**config.mk**
```make
export PLATFORM = sky130hd
export DESIGN_NAME = bcd_to_bin_conv_flat
export DESIGN_NICKNAME = d
export VERILOG_FILES = /design/src/rtl/bcd_to_bin_conv_if.sv /design/src/rtl/bcd_to_bin_conv.sv /design/src/flat_wrapper.sv
export SDC_FILE = /design/constraint.sdc
export NUM_CORES = 1
export LEC_CHECK = 0
export BUFFER_PORTS_ARGS = -buffer_cell sky130_fd_sc_hd__buf_2
export CORE_MARGIN = 2
export CORE_UTILIZATION = 54
export CTS_CLUSTER_DIAMETER = 120
export CTS_CLUSTER_SIZE = 40
export DETAILED_ROUTE_END_ITERATION = 7
export PLACE_DENSITY = 0.77
export SYNTH_ARGS = -nofsm -noshare
export SYNTH_HDL_FRONTEND = slang
export SYNTH_SLANG_ARGS = --single-unit
```
**constraint.sdc**
```tcl
create_clock -name clk -period 4 [get_ports clk]
set_clock_uncertainty 0.2 [all_clocks]
set_input_delay 0.6 -clock clk [delete_from_list [all_inputs] [get_ports clk]]
set_output_delay 0.6 -clock clk [all_outputs]
set_load 0.01 [all_outputs]
```
**src/rtl/bcd_to_bin_conv_if.sv**
```systemverilog
// ---------------------------------------------------------------------------
// bcd_to_bin_conv_if -- request/result bundle for the BCD-to-binary converter.
//
// Handshake: the requester raises start with hundreds/tens/units valid. The
// converter samples them on any posedge where it is not busy, which includes
// the done cycle. While busy=1, start and the digits are ignored. done is a
// one-cycle pulse marking binary/err as fresh. Those outputs then hold until
// the next done pulse. There is no back-pressure on the result side.
//
// Signals:
//   start      requester -> converter  conversion request
//   hundreds   requester -> converter  BCD hundreds digit
//   tens       requester -> converter  BCD tens digit
//   units      requester -> converter  BCD units digit
//   busy       converter -> requester  conversion in progress
//   done       converter -> requester  one-cycle result-valid pulse
//   binary     converter -> requester  10-bit result of the last conversion
//   err        converter -> requester  invalid-digit flag of the last conversion
//   state_dbg  converter -> observer   FSM state (debug)
//   step_dbg   converter -> observer   CONV step index (debug)
// ---------------------------------------------------------------------------
interface bcd_to_bin_conv_if;
  logic       start;
  logic [3:0] hundreds;
  logic [3:0] tens;
  logic [3:0] units;
  logic       busy;
  logic       done;
  logic [9:0] binary;
  logic       err;
  logic [1:0] state_dbg;
  logic [1:0] step_dbg;

  modport master (
    output start, hundreds, tens, units,
    input  busy, done, binary, err, state_dbg, step_dbg
  );

  modport slave (
    input  start, hundreds, tens, units,
    output busy, done, binary, err, state_dbg, step_dbg
  );
endinterface

```
**src/rtl/bcd_to_bin_conv.sv**
```systemverilog
// ---------------------------------------------------------------------------
// bcd_to_bin_conv -- sequential three-digit BCD to 10-bit binary converter.
//
// Once start is accepted, the converter latches the digits. It then runs
// three multiply-by-ten-and-add steps (hundreds, tens, units) on an 11-bit
// accumulator. In the following cycle it pulses done, with binary/err updated.
// Throughput is one conversion per 4 cycles when start is re-issued in the
// done cycle.
//
// Ports:
//   clk   clock, all state changes on posedge
//   rst   asynchronous, active-high reset
//   bus   bcd_to_bin_conv_if.slave: start/hundreds/tens/units in,
//         busy/done/binary/err out, plus state_dbg/step_dbg debug outputs
//
// Configuration macro: BCD_DIGIT_CHECK_EN
//   defined   -> a latched digit > 9 completes with err=1, binary=0
//   undefined -> err is always 0; digits > 9 are used arithmetically and
//                binary = (h*100 + t*10 + u) mod 1024
// ---------------------------------------------------------------------------
module bcd_to_bin_conv (
  input logic                clk,
  input logic                rst,
  bcd_to_bin_conv_if.slave   bus
);

  typedef enum logic [1:0] {
    S_IDLE = 2'd0,
    S_CONV = 2'd1,
    S_DONE = 2'd2
  } state_e;

  state_e      state_q, state_d;
  logic [1:0]  step_q, step_d;
  logic [10:0] acc_q, acc_d;
  logic [3:0]  dig_h_q, dig_h_d;
  logic [3:0]  dig_t_q, dig_t_d;
  logic [3:0]  dig_u_q, dig_u_d;
  logic [9:0]  binary_q, binary_d;
  logic        err_q, err_d;

  // Working values for the current CONV step.
  logic [3:0]  cur_digit;
  logic [10:0] acc_next;

  always_ff @(posedge clk or posedge rst) begin
    if (rst) begin
      state_q  <= S_IDLE;
      step_q   <= 2'd0;
      acc_q    <= 11'd0;
      dig_h_q  <= 4'd0;
      dig_t_q  <= 4'd0;
      dig_u_q  <= 4'd0;
      binary_q <= 10'd0;
      err_q    <= 1'b0;
    end else begin
      state_q  <= state_d;
      step_q   <= step_d;
      acc_q    <= acc_d;
      dig_h_q  <= dig_h_d;
      dig_t_q  <= dig_t_d;
      dig_u_q  <= dig_u_d;
      binary_q <= binary_d;
      err_q    <= err_d;
    end
  end

  always_comb begin
    state_d   = state_q;
    step_d    = step_q;
    acc_d     = acc_q;
    dig_h_d   = dig_h_q;
    dig_t_d   = dig_t_q;
    dig_u_d   = dig_u_q;
    binary_d  = binary_q;
    err_d     = err_q;
    cur_digit = 4'd0;
    acc_next  = 11'd0;

    case (state_q)
      S_IDLE, S_DONE: begin
        if (bus.start) begin
          dig_h_d = bus.hundreds;
          dig_t_d = bus.tens;
          dig_u_d = bus.units;
          acc_d   = 11'd0;
          step_d  = 2'd0;
          state_d = S_CONV;
        end else begin
          state_d = S_IDLE;
        end
      end

      S_CONV: begin
        case (step_q)
          2'd0:    cur_digit = dig_h_q;
          2'd1:    cur_digit = dig_t_q;
          default: cur_digit = dig_u_q;
        endcase
        // The largest reachable value is 1665 (F/F/F), which fits in 11 bits.
        // Intermediate products are truncated to 11 bits and are never
        // wider than that for 4-bit digits.
        acc_next = acc_q * 11'd10 + {7'd0, cur_digit};
        acc_d    = acc_next;

        // Step 3 cannot be reached. Treating it as the last step keeps the
        // FSM from looping if the state is ever corrupted.
        if (step_q >= 2'd2) begin
          state_d = S_DONE;
`ifdef BCD_DIGIT_CHECK_EN
          if ((dig_h_q > 4'd9) || (dig_t_q > 4'd9) || (dig_u_q > 4'd9)) begin
            binary_d = 10'd0;
            err_d    = 1'b1;
          end else begin
            binary_d = acc_next[9:0];
            err_d    = 1'b0;
          end
`else
          binary_d = acc_next[9:0];
          err_d    = 1'b0;
`endif
        end else begin
          step_d = step_q + 2'd1;
        end
      end

      default: state_d = S_IDLE;
    endcase
  end

  assign bus.busy      = (state_q == S_CONV);
  assign bus.done      = (state_q == S_DONE);
  assign bus.binary    = binary_q;
  assign bus.err       = err_q;
  assign bus.state_dbg = state_q;
  assign bus.step_dbg  = step_q;

endmodule

```
**src/flat_wrapper.sv**
```systemverilog
// flat-port wrapper written by rule: the top's interface ports become plain ports
module bcd_to_bin_conv_flat 
  (clk, rst, bus_start, bus_hundreds, bus_tens, bus_units, bus_busy, bus_done, bus_binary, bus_err, bus_state_dbg, bus_step_dbg);
  bcd_to_bin_conv_if bus_i ();
  input logic clk;
  input logic rst;
  input wire logic [$bits(bus_i.start)-1:0] bus_start;
  input wire logic [$bits(bus_i.hundreds)-1:0] bus_hundreds;
  input wire logic [$bits(bus_i.tens)-1:0] bus_tens;
  input wire logic [$bits(bus_i.units)-1:0] bus_units;
  output wire logic [$bits(bus_i.busy)-1:0] bus_busy;
  output wire logic [$bits(bus_i.done)-1:0] bus_done;
  output wire logic [$bits(bus_i.binary)-1:0] bus_binary;
  output wire logic [$bits(bus_i.err)-1:0] bus_err;
  output wire logic [$bits(bus_i.state_dbg)-1:0] bus_state_dbg;
  output wire logic [$bits(bus_i.step_dbg)-1:0] bus_step_dbg;
  assign bus_i.start = bus_start;
  assign bus_i.hundreds = bus_hundreds;
  assign bus_i.tens = bus_tens;
  assign bus_i.units = bus_units;
  assign bus_busy = bus_i.busy;
  assign bus_done = bus_i.done;
  assign bus_binary = bus_i.binary;
  assign bus_err = bus_i.err;
  assign bus_state_dbg = bus_i.state_dbg;
  assign bus_step_dbg = bus_i.step_dbg;
  bcd_to_bin_conv u_core (.clk(clk), .rst(rst), .bus(bus_i));
endmodule
```
Word-level counts from Yosys, hierarchy flattened
Cells that the tools add are included.
Widths: inputs -> output; s select.
Storage, ports and cells
  input port bits: 15
  output and inout port bits: 17
  word-level logic and storage cells: 35
  flip-flop bits (word level): 37
Operators by class
  multiply operators: 1
  $lt $le $gt $ge: 1
  reduce and logical (&&, ||, !) cells: 8
  add/sub/neg operators: 2
  multiplexer cells: 10
  equality and inequality tests: 6
Operators with widths (count)
  $pmux 11 s2: 1
  $add 11x4->11: 1
  $mul 11x3->10 const B: 1
  $mux 11: 1
  $pmux 2 s2: 2
  $pmux 4 s2: 1
  $mux 2: 3
  $reduce_and 2->1: 3
  $eq 2x1->1 const B: 2
  $logic_not 2->1: 2
  $mux 4: 1
  $ne 2x2->1 const B: 2
  $reduce_and 3->1: 1
  $add 2x1->2 const B: 1
  $eq 2x2->1 const B: 1
  $ge 2x2->1 const B: 1
  $ne 2x1->1 const B: 1
  $reduce_bool 2->1: 1
  $reduce_or 2->1: 1
  $mux 1: 1

Depth between registers and ports, before layout
  depth in word-level cells: 5
  gate-level depth with buffers: 14
  depth with buffers taken out: 14

Worst setup path before layout
No wires, ideal clock.
  path type: reg-to-reg
  start: register u_core.step_q[1] (netlist: u_core.bus.step_dbg[1])
  end: register u_core.binary_q[9] (netlist: u_core.bus.binary[9])
  setup time: 132 ps
  data required time: 3668 ps
  buffers on the path: 0
  period minus slack after synthesis: 2980 ps
  arrival time: 2648 ps
  stages on the path, launching flop included: 15
  slack: 1020 ps
  path through: dfrtp_1 inv_1 ha_1 nor2_1 a22oi_1 nand2_1 ha_1 inv_1 fa_1 nor2b_1 o21ai_0 nor3_1 nand3_1 xnor3_1 o21ai_1
Between the ends
  cells in the longest elaborated chain, start to end: 4
  elaborated cells between the ends (all ways): 7
  classes of those cells: add/sub: 1; order compare: 1; eq/ne: 1; mux: 2; reduce/logical: 2
Ends and longest elaborated chain
  start: declaration: RTL line bcd_to_bin_conv.sv:34  | logic [1:0] step_q, step_d;
  start signal: assignment: RTL line bcd_to_bin_conv.sv:58  | step_q <= step_d;
  $eq 2x1->1 / $logic_not 2->1 (equally long branches): RTL line bcd_to_bin_conv.sv:95  | case (step_q)
  $pmux 4 s2: RTL line bcd_to_bin_conv.sv:95
  $mux 4: RTL line bcd_to_bin_conv.sv:80  | case (state_q)
  $add 11x4->11: RTL line bcd_to_bin_conv.sv:103  | acc_next = acc_q * 11'd10 + {7'd0, cur_digit};
  end signal: assignment: RTL line bcd_to_bin_conv.sv:63  | binary_q <= binary_d;
  end: declaration: RTL line bcd_to_bin_conv.sv:39  | logic [9:0] binary_q, binary_d;
Parallel ways exist; a longest one is shown, timed or not. The select of a mux whose other input is x is not followed.
A chain may end at the register's enable or synchronous reset.

Worst setup path after layout
Same ends and word-level chain as after synthesis.

==> qor.txt <==
EDFF count, synth = 0
Worst hold slack = 0.144 ns
Max FO, Critical Path = 5
Register area share after synthesis = 47.1%
Fin Setup TNS = 0 ns
Final WL = 3640 um
Routability cong. = 0.819
CTS tree = done
Number of search-and-repair iterations in the first detailed-routing pass = 4
Layout area overhead = 15.8%
Inserted Clock Buffers = 5
Unrepaired setup endpoints after global routing = no
Synth async-reset ratio = 100%
Layout cells sized above 1 = 27.7%
Final nets = 239
Number of gates resized after cts = 0
Slowest stage cell on the critical path = dfrtp_1
Initial antenna violation count = 0
Top post-synthesis cells by count = dfrtp_1, nand2_1, ha_1
Tot Pwr = 2130 uW
CP peak stage delay = 0.42 ns
Warnings from Yosys = 0
Top-count cell post-synth = dfrtp_1
Setup crit end kind = flip-flop
Placeable Area = 3310 um2
# port buffers = 30
Final hold violations = 0
Final global-route overflow total = 0
Initial DRC count = 84
WL/cell = 14.5 um
Clock H-tree levels = 2
Die height = 62.7 um
Syn Area/Cell = 10.9 um2
DRC errors left = 0
HP Class = in2async
Post-Place Setup Slack = 0.768 ns
DP HPWL = 2910 um
First-pass GRT wire length = 6550 um
Worst path cell trace = inv_1, ha_1, nor2_1, a22oi_1, nand2_1, ha_1, inv_1, fa_1, nor2b_1, o21ai_0, nor3_1, nand3_1, xnor3_1, o21ai_1
Starting density of the core = 56.1%
Fmax = 304 MHz
Clock transition at the registers of the reported paths = 0.11 ns
Worst IR Drop VDD = 402 uV
Startpoint types = flip-flop
FF+latch count, synth = 35
Setup Buffers After CTS = 0
Syn Inst Count = 170
Antenna diode count = 0
Chip Width = 62.7 um
IO Count = 32
Clock Latency Late Sink = 0.34 ns
Hold-fix buffers, CTS = 0
Clock Tree Root = clkbuf_4
Synth top area share = 47.1%
# setup viols final = 0
Top post-synthesis cells by area = dfrtp_1, ha_1, mux2_2, nand2_1, a22o_1
Leakage = 0.00111 uW
CTS sink cnt = 35
Total GRT Usage = 21.4%
Critical Path RT = 4.07 ns
Row count = 21
Outcome = finished, final reports clean
Synth Cell Area = 1860 um2
DRT antenna net count = 0
Max Buffers Root-to-Sink = 2
Placed cells = 244
Vias in the first global route = 1420
Finished Layout Cells = 252
Synth Net Count = 204
Pwr/cell area = 988 nW/um2
Vias per cell = 5.33
Pin count of the biggest net entering global routing = 36
Minimum clock period = 3.29 ns
Final slew viol count = 0
Detailed-route via count = 1343
Period utilisation layout = 82.2%
Leading area contributor after synthesis = dfrtp_1
Full die area = 3930 um2
Crit path kind = reg2reg
Predominant post-synthesis flop cell = dfrtp_1
Synth cell types = 32
Maxcap violations = 0
Worst EP arrival = 3.36 ns
Final Worst Setup Slack = 0.711 ns
[cells in the final DEF, fill, tap and decap left out, types with 6 or more instances in the layout]
| cell | count |
|---|---|
| ha_1 | 17 |
| a22o_1 | 7 |
| dfrtp_1 | 35 |
| xnor2_1 | 6 |
| nand2_1 | 25 |
| mux2_2 | 13 |
| nor2_1 | 6 |
| buf_2 | 30 |
| inv_1 | 12 |
| o21ai_0 | 7 |
[stage by stage]
stage	util (%)	area [um2]
3_5_place_dp	62.4	2060
6_report	65.0	2150
4_1_cts	65.0	2150
3_3_place_gp	62.4	2060
2_1_floorplan	-	1860
5_1_grt	65.0	2150
[cells by family after synthesis]
logic type	synth area share (%)
AOI/OAI and AO/OA	10.9
xor gates and xnor gates	6.40
adders and majority gates	13.6
muxes	7.88
DFF	47.1
buffers and inverters	3.91
other	0.202
and+or+nand+nor	9.97
[metal layers]
layer  share of wire, %  global-route usage, %
met2                 55                   39.0
met3                4.3                   6.13
met4               0.30                   5.28
met5                  0                      0
met1                 41                   24.7
[final timing paths]
| check | start | endpoint | cells past startpoint | slack [ns] |
|---|---|---|---|---|
| max | u_core.bus.step_dbg[1]$_DFFE_PP0P_ | u_core.bus.binary[9]$_DFFE_PP0P_ | 14 | 0.71 |
| min | rst | u_core.acc_q[8]$_DFFE_PP0P_ | 3 | 0.14 |
| max reg2reg | u_core.bus.step_dbg[1]$_DFFE_PP0P_ | u_core.bus.binary[9]$_DFFE_PP0P_ | 14 | 0.71 |
| min reg2reg | u_core.bus.binary[7]$_DFFE_PP0P_ | u_core.bus.binary[7]$_DFFE_PP0P_ | 2 | 0.29 |
| max in group asynchronous | rst | u_core.dig_t_q[1]$_DFFE_PP0P_ | 3 | 3.14 |
| min in group clk | u_core.bus.binary[7]$_DFFE_PP0P_ | u_core.bus.binary[7]$_DFFE_PP0P_ | 2 | 0.29 |
[worst max-delay path: cells and delay by family, from the launching register on]
family	cells	cell delay, ns
and+or+nand+nor	5	0.91
adders and majority gates	3	0.80
DFF	1	0.42
xor gates and xnor gates	1	0.39
AOI/OAI and AO/OA	3	0.35
buffers and inverters	2	0.15
[power by group]
group          internal, uW  total, uW  switching (uW)
combinational           552       1210             662
clock                   148        264             116
sequential              531        648             116
total                  1230       2130             895
[registers in the layout, indices dropped and copies added, names as in the netlist]
| name | flops |
|---|---|
| u_core.acc_q | 9 |
| u_core.bus.state_dbg | 2 |
| u_core.dig_h_q | 4 |
| u_core.dig_t_q | 4 |
| u_core.bus.binary | 10 |
| u_core.dig_u_q | 4 |
| u_core.bus.step_dbg | 2 |
[area by class of cell]
class,instances,area [um2]
sequential,35,876
timing repair buffer,33,173
clock buffer,6,51.3
multi-input combinational,117,910
fill,297,1160
tap,46,57.6
clock inverter,2,35.0
inverter,13,48.8
Power figures use the tool's default switching activity.
